### config.mk
export PLATFORM = sky130hd
export DESIGN_NAME = phase_memory_sequencer_flat
export DESIGN_NICKNAME = d
export VERILOG_FILES = /design/src/rtl/phase_memory_sequencer_pkg.sv /design/src/rtl/phase_memory_sequencer_if.sv /design/src/rtl/phase_memory_sequencer_ring.sv /design/src/rtl/phase_memory_sequencer.sv /design/src/flat_wrapper.sv
export SDC_FILE = /design/constraint.sdc
export NUM_CORES = 1
export LEC_CHECK = 0
export BUFFER_PORTS_ARGS = -buffer_cell sky130_fd_sc_hd__buf_4
export CORE_MARGIN = 10
export CORE_UTILIZATION = 30
export CTS_BUF_LIST = sky130_fd_sc_hd__clkbuf_4
export DETAILED_ROUTE_END_ITERATION = 12
export PLACE_DENSITY = 0.83
export SYNTH_ARGS = -nofsm -noshare
export SYNTH_HDL_FRONTEND = slang
export SYNTH_SLANG_ARGS = --single-unit
### constraint.sdc
create_clock -name clock -period 2.17 [get_ports clock]
set_clock_uncertainty 0.15 [all_clocks]
set_input_delay 0.1085 -clock clock [delete_from_list [all_inputs] [get_ports clock]]
set_output_delay 0.1085 -clock clock [all_outputs]
set_load 0.01 [all_outputs]
### src/rtl/phase_memory_sequencer_pkg.sv
// Shared encodings for the phase/memory sequencer: one-hot phases, load/store opcodes, control states.
package phase_memory_sequencer_pkg;

    localparam logic [4:0] PH_NONE = 5'b00000;
    localparam logic [4:0] PH1     = 5'b00001;
    localparam logic [4:0] PH2     = 5'b00010;
    localparam logic [4:0] PH3     = 5'b00100;
    localparam logic [4:0] PH4     = 5'b01000;
    localparam logic [4:0] PH5     = 5'b10000;

    localparam logic [1:0] OP_LOAD  = 2'b00;
    localparam logic [1:0] OP_STORE = 2'b01;

    typedef enum logic [1:0] {
        BOOT   = 2'd0,
        RUN    = 2'd1,
        STEP   = 2'd2,
        HALTED = 2'd3
    } seq_state_t;

    function automatic logic [1:0] opcode(input logic [15:0] ir);
        return ir[15:14];
    endfunction

endpackage

### src/rtl/phase_memory_sequencer_if.sv
// External loader/debug port: valid/ready request, one-cycle ack with read data.
interface phase_memory_sequencer_if #(
    parameter int ADDR_WIDTH = 16,
    parameter int DATA_WIDTH = 16
);
    logic                  extValid;
    logic [ADDR_WIDTH-1:0] extAddress;
    logic [DATA_WIDTH-1:0] extData;
    logic                  extWrite;
    logic                  extReady;
    logic                  extAck;
    logic [DATA_WIDTH-1:0] extRdata;

    modport master (
        output extValid, extAddress, extData, extWrite,
        input  extReady, extAck, extRdata
    );

    modport slave (
        input  extValid, extAddress, extData, extWrite,
        output extReady, extAck, extRdata
    );
endinterface

### src/rtl/phase_memory_sequencer_ring.sv
// One-hot P1..P5 rotator; park forces all-zero, start loads P1, advance rotates.
// Latency: one clock per control; no backpressure.
module phase_ring
    import phase_memory_sequencer_pkg::*;
(
    input  logic       clock,
    input  logic       reset_n,
    input  logic       advance,
    input  logic       park,
    input  logic       start,
    output logic [4:0] phase
);

    always_ff @(posedge clock or negedge reset_n) begin
        if (!reset_n) begin
            phase <= PH_NONE;
        end else if (park) begin
            phase <= PH_NONE;
        end else if (start) begin
            phase <= PH1;
        end else if (advance) begin
            phase <= {phase[3:0], phase[4]};
        end
    end

endmodule

### src/rtl/phase_memory_sequencer.sv
// Phase generator and single-port memory arbiter: CPU owns P1 fetch and P4 load/store, external port gets the rest.
// Latency: memory access issued combinationally in the slot; extAck/extRdata one cycle after accept.
// Backpressure: extReady low only in CPU slots and BOOT; the CPU never stalls.
module phase_memory_sequencer
    import phase_memory_sequencer_pkg::*;
#(
    parameter int ADDR_WIDTH   = 16,
    parameter int DATA_WIDTH   = 16,
    parameter int START_HALTED = 0
) (
    input  logic                  clock,
    input  logic                  reset_n,
    input  logic                  haltReq,
    input  logic                  step,
    input  logic [15:0]           IRData,
    input  logic [ADDR_WIDTH-1:0] PC,
    input  logic [ADDR_WIDTH-1:0] DR,
    input  logic [DATA_WIDTH-1:0] writeData,
    input  logic [DATA_WIDTH-1:0] memQ,
    phase_memory_sequencer_if.slave ext,
    output logic [4:0]            phase,
    output logic [ADDR_WIDTH-1:0] memAddress,
    output logic [DATA_WIDTH-1:0] memData,
    output logic                  memWren,
    output logic                  halted
);

    seq_state_t state_q, state_d;
    logic       drain_q, drain_d;
    logic       ring_adv, ring_park, ring_start;
    logic       ack_q;
    logic       ext_ready;

    phase_ring u_ring (
        .clock   (clock),
        .reset_n (reset_n),
        .advance (ring_adv),
        .park    (ring_park),
        .start   (ring_start),
        .phase   (phase)
    );

    always_ff @(posedge clock or negedge reset_n) begin
        if (!reset_n) begin
            state_q <= BOOT;
            drain_q <= 1'b0;
            ack_q   <= 1'b0;
        end else begin
            state_q <= state_d;
            drain_q <= drain_d;
            ack_q   <= ext.extValid & ext_ready;
        end
    end

    // A halt request seen on the closing P5 itself still parks at this boundary.
    always_comb begin
        state_d    = state_q;
        drain_d    = drain_q;
        ring_adv   = 1'b0;
        ring_park  = 1'b0;
        ring_start = 1'b0;
        case (state_q)
            BOOT: begin
                if (START_HALTED != 0) begin
                    state_d   = HALTED;
                    ring_park = 1'b1;
                end else begin
                    state_d    = RUN;
                    ring_start = 1'b1;
                end
            end
            RUN: begin
                drain_d  = drain_q | haltReq;
                ring_adv = 1'b1;
                if (phase == PH5 && (drain_q | haltReq)) begin
                    state_d   = HALTED;
                    drain_d   = 1'b0;
                    ring_park = 1'b1;
                end
            end
            STEP: begin
                ring_adv = 1'b1;
                if (phase == PH5) begin
                    state_d   = HALTED;
                    ring_park = 1'b1;
                end
            end
            HALTED: begin
                drain_d = 1'b0;
                if (!haltReq) begin
                    state_d    = RUN;
                    ring_start = 1'b1;
                end else if (step) begin
                    state_d    = STEP;
                    ring_start = 1'b1;
                end
            end
            default: begin
                state_d   = BOOT;
                ring_park = 1'b1;
            end
        endcase
    end

    logic [1:0] op;
    logic       cpu_fetch, cpu_ldst, cpu_store;

    assign op        = opcode(IRData);
    assign cpu_fetch = (phase == PH1);
    assign cpu_ldst  = (phase == PH4) && (op == OP_LOAD || op == OP_STORE);
    assign cpu_store = (phase == PH4) && (op == OP_STORE);

    always_comb begin
        memAddress = '0;
        memData    = '0;
        memWren    = 1'b0;
        ext_ready  = 1'b0;
        if (cpu_fetch) begin
            memAddress = PC;
        end else if (cpu_ldst) begin
            memAddress = DR;
            if (cpu_store) begin
                memWren = 1'b1;
                memData = writeData;
            end
        end else if (state_q != BOOT) begin
            ext_ready  = 1'b1;
            memAddress = ext.extAddress;
            memWren    = ext.extWrite & ext.extValid;
            if (ext.extWrite & ext.extValid) begin
                memData = ext.extData;
            end
        end
    end

    assign ext.extReady = ext_ready;
    assign ext.extAck   = ack_q;
    assign ext.extRdata = ack_q ? memQ : '0;
    assign halted       = (state_q == HALTED);

endmodule

### src/flat_wrapper.sv
// flat-port wrapper written by rule: the top's interface ports become plain ports
module phase_memory_sequencer_flat import phase_memory_sequencer_pkg::*;
#(
    parameter int ADDR_WIDTH   = 16,
    parameter int DATA_WIDTH   = 16,
    parameter int START_HALTED = 0
)
  (clock, reset_n, haltReq, step, IRData, PC, DR, writeData, memQ, phase, memAddress, memData, memWren, halted, ext_extValid, ext_extAddress, ext_extData, ext_extWrite, ext_extReady, ext_extAck, ext_extRdata);
  phase_memory_sequencer_if #(.ADDR_WIDTH(ADDR_WIDTH), .DATA_WIDTH(DATA_WIDTH)) ext_i ();
  input  logic clock;
  input  logic reset_n;
  input  logic haltReq;
  input  logic step;
  input  logic [15:0] IRData;
  input  logic [ADDR_WIDTH-1:0] PC;
  input  logic [ADDR_WIDTH-1:0] DR;
  input  logic [DATA_WIDTH-1:0] writeData;
  input  logic [DATA_WIDTH-1:0] memQ;
  output logic [4:0] phase;
  output logic [ADDR_WIDTH-1:0] memAddress;
  output logic [DATA_WIDTH-1:0] memData;
  output logic memWren;
  output logic halted;
  input wire logic [$bits(ext_i.extValid)-1:0] ext_extValid;
  input wire logic [$bits(ext_i.extAddress)-1:0] ext_extAddress;
  input wire logic [$bits(ext_i.extData)-1:0] ext_extData;
  input wire logic [$bits(ext_i.extWrite)-1:0] ext_extWrite;
  output wire logic [$bits(ext_i.extReady)-1:0] ext_extReady;
  output wire logic [$bits(ext_i.extAck)-1:0] ext_extAck;
  output wire logic [$bits(ext_i.extRdata)-1:0] ext_extRdata;
  assign ext_i.extValid = ext_extValid;
  assign ext_i.extAddress = ext_extAddress;
  assign ext_i.extData = ext_extData;
  assign ext_i.extWrite = ext_extWrite;
  assign ext_extReady = ext_i.extReady;
  assign ext_extAck = ext_i.extAck;
  assign ext_extRdata = ext_i.extRdata;
  phase_memory_sequencer #(.ADDR_WIDTH(ADDR_WIDTH), .DATA_WIDTH(DATA_WIDTH), .START_HALTED(START_HALTED)) u_core (.clock(clock), .reset_n(reset_n), .haltReq(haltReq), .step(step), .IRData(IRData), .PC(PC), .DR(DR), .writeData(writeData), .memQ(memQ), .ext(ext_i), .phase(phase), .memAddress(memAddress), .memData(memData), .memWren(memWren), .halted(halted));
endmodule
==> results of run 1 <==
-- layout make-up --
cell class	instances	area (sq um)
Fill cell	382	1490
Sequential cell	9	227.7
Tap cell	50	62.56
Multi-Input combinational cell	172	991.0
Inverter	3	11.26
Timing Repair Buffer	168	1274
Clock buffer	4	30.03
-- per-stage QoR --
| stage | cells | cell area, sq um |
|---|---|---|
| floorplan | 200 | 1299 |
| global placement | 400 | 2520 |
| detailed placement | 400 | 2520 |
| CTS | 406 | 2572 |
| global route | 406 | 2596 |
| finish | 406 | 2596 |
-- worst max-delay path, stage by stage, from the launching register on --
cell and delay, ns:
dfrtp_2 0.47, nor3_4 0.23, and3_1 0.23, buf_4 0.23, nand2_1 0.07, a21boi_0 0.16
buf_4 0.15
-- repair_timing --
action,CTS,global route
setup buffers,0,0
setup endpoints to repair,1,24
gates resized for setup,1,10
hold buffers,2,0
endpoints found under the hold margin,10,0
-- power by group --
part / switching, mW / internal (mW)
registers: 0.145 / 0.248
logic: 1.01 / 1.07
clock network: 0.0615 / 0.0835
total: 1.21 / 1.40
-- cells in the final DEF (no fill, tap or decap), drive strengths merged --
cell type    count
nand2           39
a311oi           1
and2            16
a22o             4
buf            166
ha               4
nor4             1
nor2            24
o21ai           17
inv              3
a211oi           1
dfrtp            9
a31oi           16
nand2b           1
a21boi           2
mux2             2
nand3b          17
nor2b            1
clkbuf           4
dlygate4sd3      2
nor3             1
a21oi            4
nand3           17
o21a             1
o211ai           1
nor3b            1
and3             1
-- logic make-up after synthesis --
kind of cell / Yosys count
fa+ha+maj: 4
flops: 9
mux: 2
compound gates: 47
buf+inv: 19
simple gates: 119
-- registers in the layout, summed over array words and instances, names as in the netlist --
signal / cells
u_core.state_q: 2
u_core.ext.extAck: 1
u_core.drain_q: 1
u_core.u_ring.phase: 5
-- routing by layer --
metal  up-vias  global-route usage (%)  share of wire, %
li1       1009                       -                 -
met1       904                   17.80                37
met2       103                   30.65                51
met3         8                   5.203                10
met4         0                   3.443               1.3
met5         -                       0                 0
-- final timing paths --
| path | end | slack [ns] | depth (start not counted) |
|---|---|---|---|
| worst max-delay path | memWren | 0.1 | 6 |
| worst min-delay path | u_core.drain_q | 0.05 | 3 |
| worst max register to register | u_core.u_ring.phase[0] | 0.29 | 6 |
| worst min register to register | u_core.state_q[0] | 0.42 | 1 |
| max in group asynchronous | u_core.u_ring.phase[2] | 1.62 | 2 |
| min in group asynchronous | u_core.state_q[1] | 0.10 | 2 |
==> impl_metrics.py, run 1 <==
metrics = {
    "status": {
        "status": "completed",
    },
    "cts": {
        "clock_path_buffers": 2,
        "tritoncts": "done",
        "clk_latency_ns": 0.27,
        "cts-root-buf": "clkbuf_4",
        "clkTransAtPathRegs_ns": 0.06,
        "cts_buffers": 3,
        "cts_sinks": 9,
        "ctsHtreeMaxLevel": 1,
    },
    "synth": {
        "ys_ff_latch": 9,
        "yosysSeqAreaShare_pct": 17.34,
        "ys.warnings.count": 0,
        "syn-num-nets": 322,
        "avgSynthCellArea_sq_um": 6.494,
        "synth_ff_type": "dfrtp_1",
        "yosys.area.top_type": "dfrtp_1",
        "async_flop_share_pct": 100.0,
        "netlist_area_sq_um": 1299,
        "synth_compound_area_share_pct": 22.45,
        "synth_adder_area_share_pct": 3.854,
        "synth_top_family_by_area": "simple AND/OR/NAND/NOR gates",
        "synth_commonest_cells": "39 x nand2_1, 24 x nor2_1, 17 x nand3_1, 17 x o21ai_0",
        "synth_area_leaders": "dfrtp_1 17%, nand2_1 11%, nand3b_1 9.2%, a31oi_1 7.7%, and2_1 7.7%",
        "yosysTopAreaCellShare_pct": 17.34,
        "synthMuxAreaShare_pct": 1.734,
        "synthCells": 200,
        "synthMostInstantiatedCell": "nand2_1",
        "synth_edf_count": 0,
        "synth_xor_area_share_pct": 0,
        "ys_types": 30,
        "synth-simple-area-share_pct": 47.01,
    },
    "routing": {
        "drt_iter0_drc": 79,
        "vias": 2024,
        "drc": 0,
        "finalWirelength_mm": 6.808,
        "viasPerCell": 4.985,
        "wire_per_inst_um": 16.77,
        "final_antenna_net_count": 0,
        "dr.pass1.iters": 4,
    },
    "grt": {
        "grt_max_degree": 35,
        "grt_antenna_before_repair": 0,
        "grt_pass1_wl_mm": 10.32,
        "groute.usage.overall_pct": 16.53,
        "grt.overflow.total": 0,
        "grt_pass1_vias": 2052,
    },
    "timing": {
        "setup_tns_ns": 0,
        "max_freq_ghz": 0.4831,
        "fin_crit_ns": 2.070,
        "setup_violations": 0,
        "drv_slew": 0,
        "worst_hold_slack_ns": 0.04862,
        "max_slew_margin_pct": 73.85,
        "fin_crit_sh_pct": 95.40,
        "worst_slack_ns": 0.09988,
        "tightest_slew_ns": 0.3915,
        "final-hold-violation-count": 0,
    },
    "critical_path": {
        "crit_path_end_kind": "primary output",
        "cp-start-kind": "flip-flop",
        "critical_path_required_ns": 1.91,
        "cp_max_fo": 15,
        "path_class": "reg2out",
        "reg2reg_from": "u_core.state_q[0]",
        "cp.arrival_ns": 1.81,
        "startpoint": "u_core.u_ring.phase[1]",
    },
    "worst_hold_path": {
        "min_path_type": "in2reg",
        "hp-start": "haltReq",
    },
    "placement": {
        "pre_cts_ws_ns": 0.2778,
        "io_buffers": 160,
        "hpwl_mm": 5.753,
        "place.gp.congestion": 0.7956,
    },
    "floorplanning": {
        "die_h_um": 85.80,
        "coreArea_sq_um": 4086,
        "die_w_um": 85.80,
        "rows": 23,
        "fp.dieArea_sq_um": 7361,
        "start_util_pct": 31.78,
        "ios": 175,
    },
    "finish": {
        "insertedDiodeCount": 0,
        "area_delta_synth_final_pct": 99.90,
        "drive_above_1_share_pct": 50.00,
        "fin_util_pct": 63.53,
        "layout.nets": 479,
    },
    "pwr": {
        "p_per_area_nw_per_um2": 1006,
        "p_total_mw": 2.612,
        "ir_worst_vdd_mv": 0.9517,
        "power_leakage_nw": 1.353,
    },
    "flow_run": {
        "maxCapViolations": 0,
    },
}
Power figures use the tool's default switching activity.
==> run 2, diff against run 1 <==
--- a/config.mk
+++ b/config.mk
@@ -11,6 +11,8 @@
 export CTS_BUF_LIST = sky130_fd_sc_hd__clkbuf_4
 export DETAILED_ROUTE_END_ITERATION = 12
 export PLACE_DENSITY = 0.83
+export SETUP_SLACK_MARGIN = 0.4
+export SLEW_MARGIN = 20
 export SYNTH_ARGS = -nofsm -noshare
 export SYNTH_HDL_FRONTEND = slang
 export SYNTH_SLANG_ARGS = --single-unit
==> impl_metrics.py, run 2 (same netlist as run 1, synthesis figures left out) <==
metrics = {
    "cts": {
        "tritoncts": "done",
        "cts-root-buf": "clkbuf_4",
        "cts_buffers": 3,
        "ctsHtreeMaxLevel": 1,
        "clk_latency_ns": 0.27,
        "cts_sinks": 9,
        "clock_path_buffers": 2,
        "clkTransAtPathRegs_ns": 0.06,
    },
    "routing": {
        "finalWirelength_mm": 7.534,
        "drt_iter0_drc": 95,
        "dr.pass1.iters": 4,
        "vias": 2128,
        "viasPerCell": 5.067,
        "final_antenna_net_count": 0,
        "wire_per_inst_um": 17.94,
        "drc": 0,
    },
    "finish": {
        "drive_above_1_share_pct": 54.05,
        "insertedDiodeCount": 0,
        "layout_commonest_cell": "buf_4",
        "fill_cells": 353,
        "layout_common_cells": "172 x buf_4, 38 x nand2_1, 22 x nor2_1",
        "layout.nets": 493,
        "largest_register_ffs": 5,
        "regMostFlops": "u_core.u_ring.phase",
        "area_delta_synth_final_pct": 115.5,
        "reg_top3": "u_core.u_ring.phase: 5 flops, u_core.state_q: 2 flops",
    },
    "floorplanning": {
        "ios": 175,
        "start_util_pct": 31.78,
        "die_h_um": 85.80,
        "fp.dieArea_sq_um": 7361,
        "die_w_um": 85.80,
        "coreArea_sq_um": 4086,
        "rows": 23,
    },
    "critical_path": {
        "critical_path_required_ns": 1.91,
        "path_class": "reg2out",
        "reg2reg_from": "u_core.u_ring.phase[2]",
        "r2r_end": "u_core.state_q[1]",
        "reg2reg_slack_ns": 0.28,
        "cp_max_fo": 9,
        "crit_path_end_kind": "primary output",
        "cp-start-kind": "flip-flop",
        "cp.arrival_ns": 1.71,
        "rr_worst_depth": 5,
    },
    "timing": {
        "rsz0062_at_grt": "true",
        "max_freq_ghz": 0.5085,
        "drv_slew": 0,
        "worst_hold_slack_ns": 0.04819,
        "max_slew_margin_pct": 76.42,
        "setup_violations": 0,
        "setup_tns_ns": 0,
        "final-hold-violation-count": 0,
        "tightest_slew_ns": 0.3536,
        "fin_crit_ns": 1.967,
        "fin_crit_sh_pct": 90.63,
    },
    "grt": {
        "grt_pass1_wl_mm": 11.14,
        "grt_pass1_vias": 2173,
        "grt_antenna_before_repair": 0,
        "groute.usage.overall_pct": 18.17,
        "grt.overflow.total": 0,
        "grt_max_degree": 23,
    },
    "placement": {
        "io_buffers": 160,
        "place.gp.congestion": 0.7956,
        "hpwl_mm": 5.753,
    },
    "worst_hold_path": {
        "min_path_cells": 3,
        "hp-start": "haltReq",
        "hold_path_end": "u_core.drain_q",
        "min_path_type": "in2reg",
    },
    "pwr": {
        "ir_worst_vdd_mv": 0.9845,
        "power_leakage_nw": 1.448,
        "p_per_area_nw_per_um2": 1081,
    },
    "flow_run": {
        "maxCapViolations": 0,
    },
    "status": {
        "status": "completed",
    },
}
==> run 2: cell count changes in the layout (fill, tap and decap cells not counted), moves of 2 or more <==
cell     change
dfrtp_2      +2
buf_12       +2
ha_2         +2
buf_6        +2
ha_1         -2
dfrtp_1      -2
nand2_2      +2
o21ai_1      -2
buf_4        +7
o21ai_0      +2
==> run 2: routing by layer <==
layer  global-route usage [%]  vias up  wire length [um]
li1                         -     1042                 -
met1                    18.99      957              2755
met2                    33.99      115              3873
met3                    5.676       14               750
met4                    4.790        0               155
met5                        0        -                 0
==> run 2: per-stage QoR <==
stage / worst slack, ns / power (mW) / utilization [%] / instances / area, sq um
6_report: 0.2034 / 3.025 / 68.49 / 420 / 2799
3_3_place_gp: 0.3164 / 2.399 / 61.67 / 400 / 2520
5_1_grt: 0.1008 / 3.252 / 68.49 / 420 / 2799
2_1_floorplan: 0.4384 / 1.462 / - / 200 / 1299
3_5_place_dp: 0.2778 / 2.464 / 61.67 / 400 / 2520
4_1_cts: 0.2164 / 2.901 / 66.47 / 414 / 2716
==> run 2: critical path: stages, from the launching register on <==
cell and delay (ns):
dfrtp_2 0.48, nor2_1 0.17, and3_4 0.26, buf_8 0.14, nand2_1 0.06, a31oi_1 0.18
buf_4 0.15
==> run 2: area by class of cell <==
cell class | count | area, sq um | share of cell area, %
clock buffer | 4 | 30.03 | 1.073
inverter | 3 | 11.26 | 0.4023
multi-input combinational | 173 | 1033 | 36.92
sequential | 9 | 230.2 | 8.225
tap | 50 | 62.56 | 2.235
timing repair buffer | 181 | 1431 | 51.14
==> run 2: power breakdown <==
group | total, mW | internal, mW | switching (mW)
Sequential | 0.374 | 0.252 | 0.121
Combinational | 2.50 | 1.33 | 1.17
Clock | 0.149 | 0.0837 | 0.0653
Total | 3.02 | 1.67 | 1.36
==> run 2: how the worst max path moves through the flow <==
stage | from | end | slack [ns] | depth (start not counted)
6_report | u_core.u_ring.phase[0] | memAddress[15] | 0.20 | 6
3_3_place_gp | u_core.state_q[0] | memData[2] | 0.32 | 6
2_1_floorplan | u_core.u_ring.phase[1] | u_core.state_q[0] | 0.44 | 4
5_1_grt | u_core.u_ring.phase[4] | memAddress[15] | 0.10 | 7
4_1_cts | u_core.u_ring.phase[4] | memAddress[15] | 0.22 | 7
3_5_place_dp | u_core.state_q[0] | memData[2] | 0.28 | 6
==> run 2: timing repair <==
item                                    4_1_cts  5_1_grt
pin swaps                                     4        3
endpoints found under the setup margin       40       37
cloned                                        3        0
setup buffers                                 5        6
hold buffers                                  2        0
resized for setup                            23       10
hold endpoints to repair                     10        0
==> run 3, diff against run 2 <==
--- a/config.mk
+++ b/config.mk
@@ -7,10 +7,10 @@
 export LEC_CHECK = 0
 export BUFFER_PORTS_ARGS = -buffer_cell sky130_fd_sc_hd__buf_4
 export CORE_MARGIN = 10
-export CORE_UTILIZATION = 30
+export CORE_UTILIZATION = 32
 export CTS_BUF_LIST = sky130_fd_sc_hd__clkbuf_4
 export DETAILED_ROUTE_END_ITERATION = 12
-export PLACE_DENSITY = 0.83
+export PLACE_DENSITY = 0.88
 export SETUP_SLACK_MARGIN = 0.4
 export SLEW_MARGIN = 20
 export SYNTH_ARGS = -nofsm -noshare
==> impl_metrics.py, run 3 (same netlist as run 1, synthesis figures left out) <==
metrics = {
    "finish": {
        "layout_commonest_cell": "buf_4",
        "largest_register_ffs": 5,
        "layout_common_cells": "176 x buf_4, 36 x nand2_1, 22 x nor2_1",
        "regMostFlops": "u_core.u_ring.phase",
        "layout.nets": 499,
        "drive_above_1_share_pct": 57.45,
        "fill_cells": 318,
        "final_area_sq_um": 2917,
        "area_delta_synth_final_pct": 124.6,
        "insertedDiodeCount": 0,
        "regArea_sq_um": 229.0,
        "multi_input_area_sq_um": 1079,
        "reg_top3": "u_core.u_ring.phase: 5 flops, u_core.state_q: 2 flops",
    },
    "timing": {
        "final-hold-violation-count": 0,
        "setup_tns_ns": 0,
        "max_slew_margin_pct": 72.32,
        "fin_crit_ns": 1.990,
        "rsz0062_at_grt": "true",
        "fin_crit_sh_pct": 91.69,
        "tightest_slew_ns": 0.4152,
        "max_freq_ghz": 0.5026,
        "setup_violations": 0,
        "drv_slew": 0,
    },
    "floorplanning": {
        "die_w_um": 83.71,
        "coreArea_sq_um": 3971,
        "rows": 23,
        "ios": 175,
        "die_h_um": 83.71,
        "start_util_pct": 32.70,
        "fp.dieArea_sq_um": 7007,
    },
    "critical_path": {
        "cp_max_fo": 6,
        "critical_path_required_ns": 1.91,
        "rr_worst_depth": 5,
        "cp.arrival_ns": 1.73,
        "path_cells": "nor3_4, and3_4, buf_12, clkbuf_16, nand3_2, o21ai_1, buf_4",
        "critPathTopFamily": "simple AND/OR/NAND/NOR gates",
        "crit_path_end_kind": "primary output",
        "slowest_stage": "dfrtp_2",
        "cp-start-kind": "flip-flop",
        "path_buf_inv": 3,
        "critical-path-max-stage-delay_ns": 0.42,
        "reg2reg_slack_ns": 0.23,
        "path_class": "reg2out",
        "r2r_end": "u_core.state_q[1]",
        "reg2reg_from": "u_core.u_ring.phase[1]",
    },
    "routing": {
        "drt_iter0_drc": 81,
        "finalWirelength_mm": 7.582,
        "final_antenna_net_count": 0,
        "drc": 0,
        "viasPerCell": 4.948,
        "wire_per_inst_um": 17.80,
        "vias": 2108,
        "dr.pass1.iters": 4,
    },
    "placement": {
        "hpwl_mm": 5.774,
        "io_buffers": 160,
        "place.gp.congestion": 0.8651,
        "dpl_cell_area_sq_um": 2535,
    },
    "cts": {
        "ctsHtreeMaxLevel": 1,
        "cts_sinks": 9,
        "clkTransAtPathRegs_ns": 0.07,
        "tritoncts": "done",
        "clk_latency_ns": 0.28,
        "cts-root-buf": "clkbuf_4",
        "cts_buffers": 3,
        "clock_path_buffers": 2,
    },
    "pwr": {
        "power_leakage_nw": 1.507,
        "p_per_area_nw_per_um2": 1085,
        "ir_worst_vdd_mv": 0.8760,
    },
    "grt": {
        "grt.overflow.total": 0,
        "grt_max_degree": 23,
        "grt_antenna_before_repair": 0,
        "grt_pass1_vias": 2168,
        "groute.usage.overall_pct": 19.30,
        "grt_pass1_wl_mm": 11.35,
    },
    "worst_hold_path": {
        "min_path_type": "in2async",
    },
    "status": {
        "status": "completed",
    },
    "flow_run": {
        "maxCapViolations": 0,
    },
}
-- run 3: per-layer routing --
layer | up-vias | GRT usage, % | wire length [um] | part of all wire, %
met4 | 0 | 3.501 | 82 | 1.1
met2 | 95 | 37.21 | 4157 | 55
met5 | - | 0 | 0 | 0
met1 | 957 | 19.80 | 2766 | 36
li1 | 1050 | - | - | -
met3 | 6 | 5.957 | 575 | 7.6
-- run 3: timing repair --
item	CTS	global route
hold endpoints to repair	10	0
pin swaps	5	7
cloned	1	1
gates resized for setup	19	33
buffers inserted	11	5
hold buffers	2	0
endpoints found under the setup margin	41	41
-- run 3: worst max-delay path by stage --
stage	startpoint	endpoint	slack, ns	depth (start not counted)
2_1_floorplan	u_core.u_ring.phase[1]	u_core.state_q[0]	0.44	4
3_3_place_gp	u_core.u_ring.phase[1]	memData[6]	0.12	5
3_5_place_dp	u_core.u_ring.phase[1]	memData[6]	0.09	5
4_1_cts	u_core.u_ring.phase[4]	memData[12]	0.19	6
5_1_grt	u_core.state_q[1]	memData[7]	0.10	6
6_report	u_core.u_ring.phase[1]	memData[9]	0.18	7
-- run 3: where the power goes --
part	switching (mW)	internal (mW)	leakage, nW	total (mW)
Sequential	0.104	0.250	0.109	0.354
Clock	0.0741	0.0840	0.0184	0.158
Combinational	1.23	1.42	1.38	2.65
Total	1.41	1.75	1.51	3.16
-- run 3: metrics by stage --
stage,utilization (%),instances,total power [mW],hold slack (ns),setup WS (ns)
after floorplan,-,200,1.462,-0.3371,0.4384
after global placement,63.83,402,2.438,-0.2136,0.1217
after detailed placement,63.83,402,2.493,-0.2094,0.09002
after CTS,69.69,420,2.924,0.05930,0.1880
after global routing,73.44,426,3.394,0.04499,0.1007
final,73.44,426,3.164,0.04724,0.1804
-- run 3: layout make-up --
cell class                      count  share of cell area, %
Sequential cell                     9                  7.851
Tap cell                           50                  2.145
Inverter                            3                 0.3861
Multi-Input combinational cell    172                  36.98
Timing Repair Buffer              188                  51.61
Clock buffer                        4                  1.030
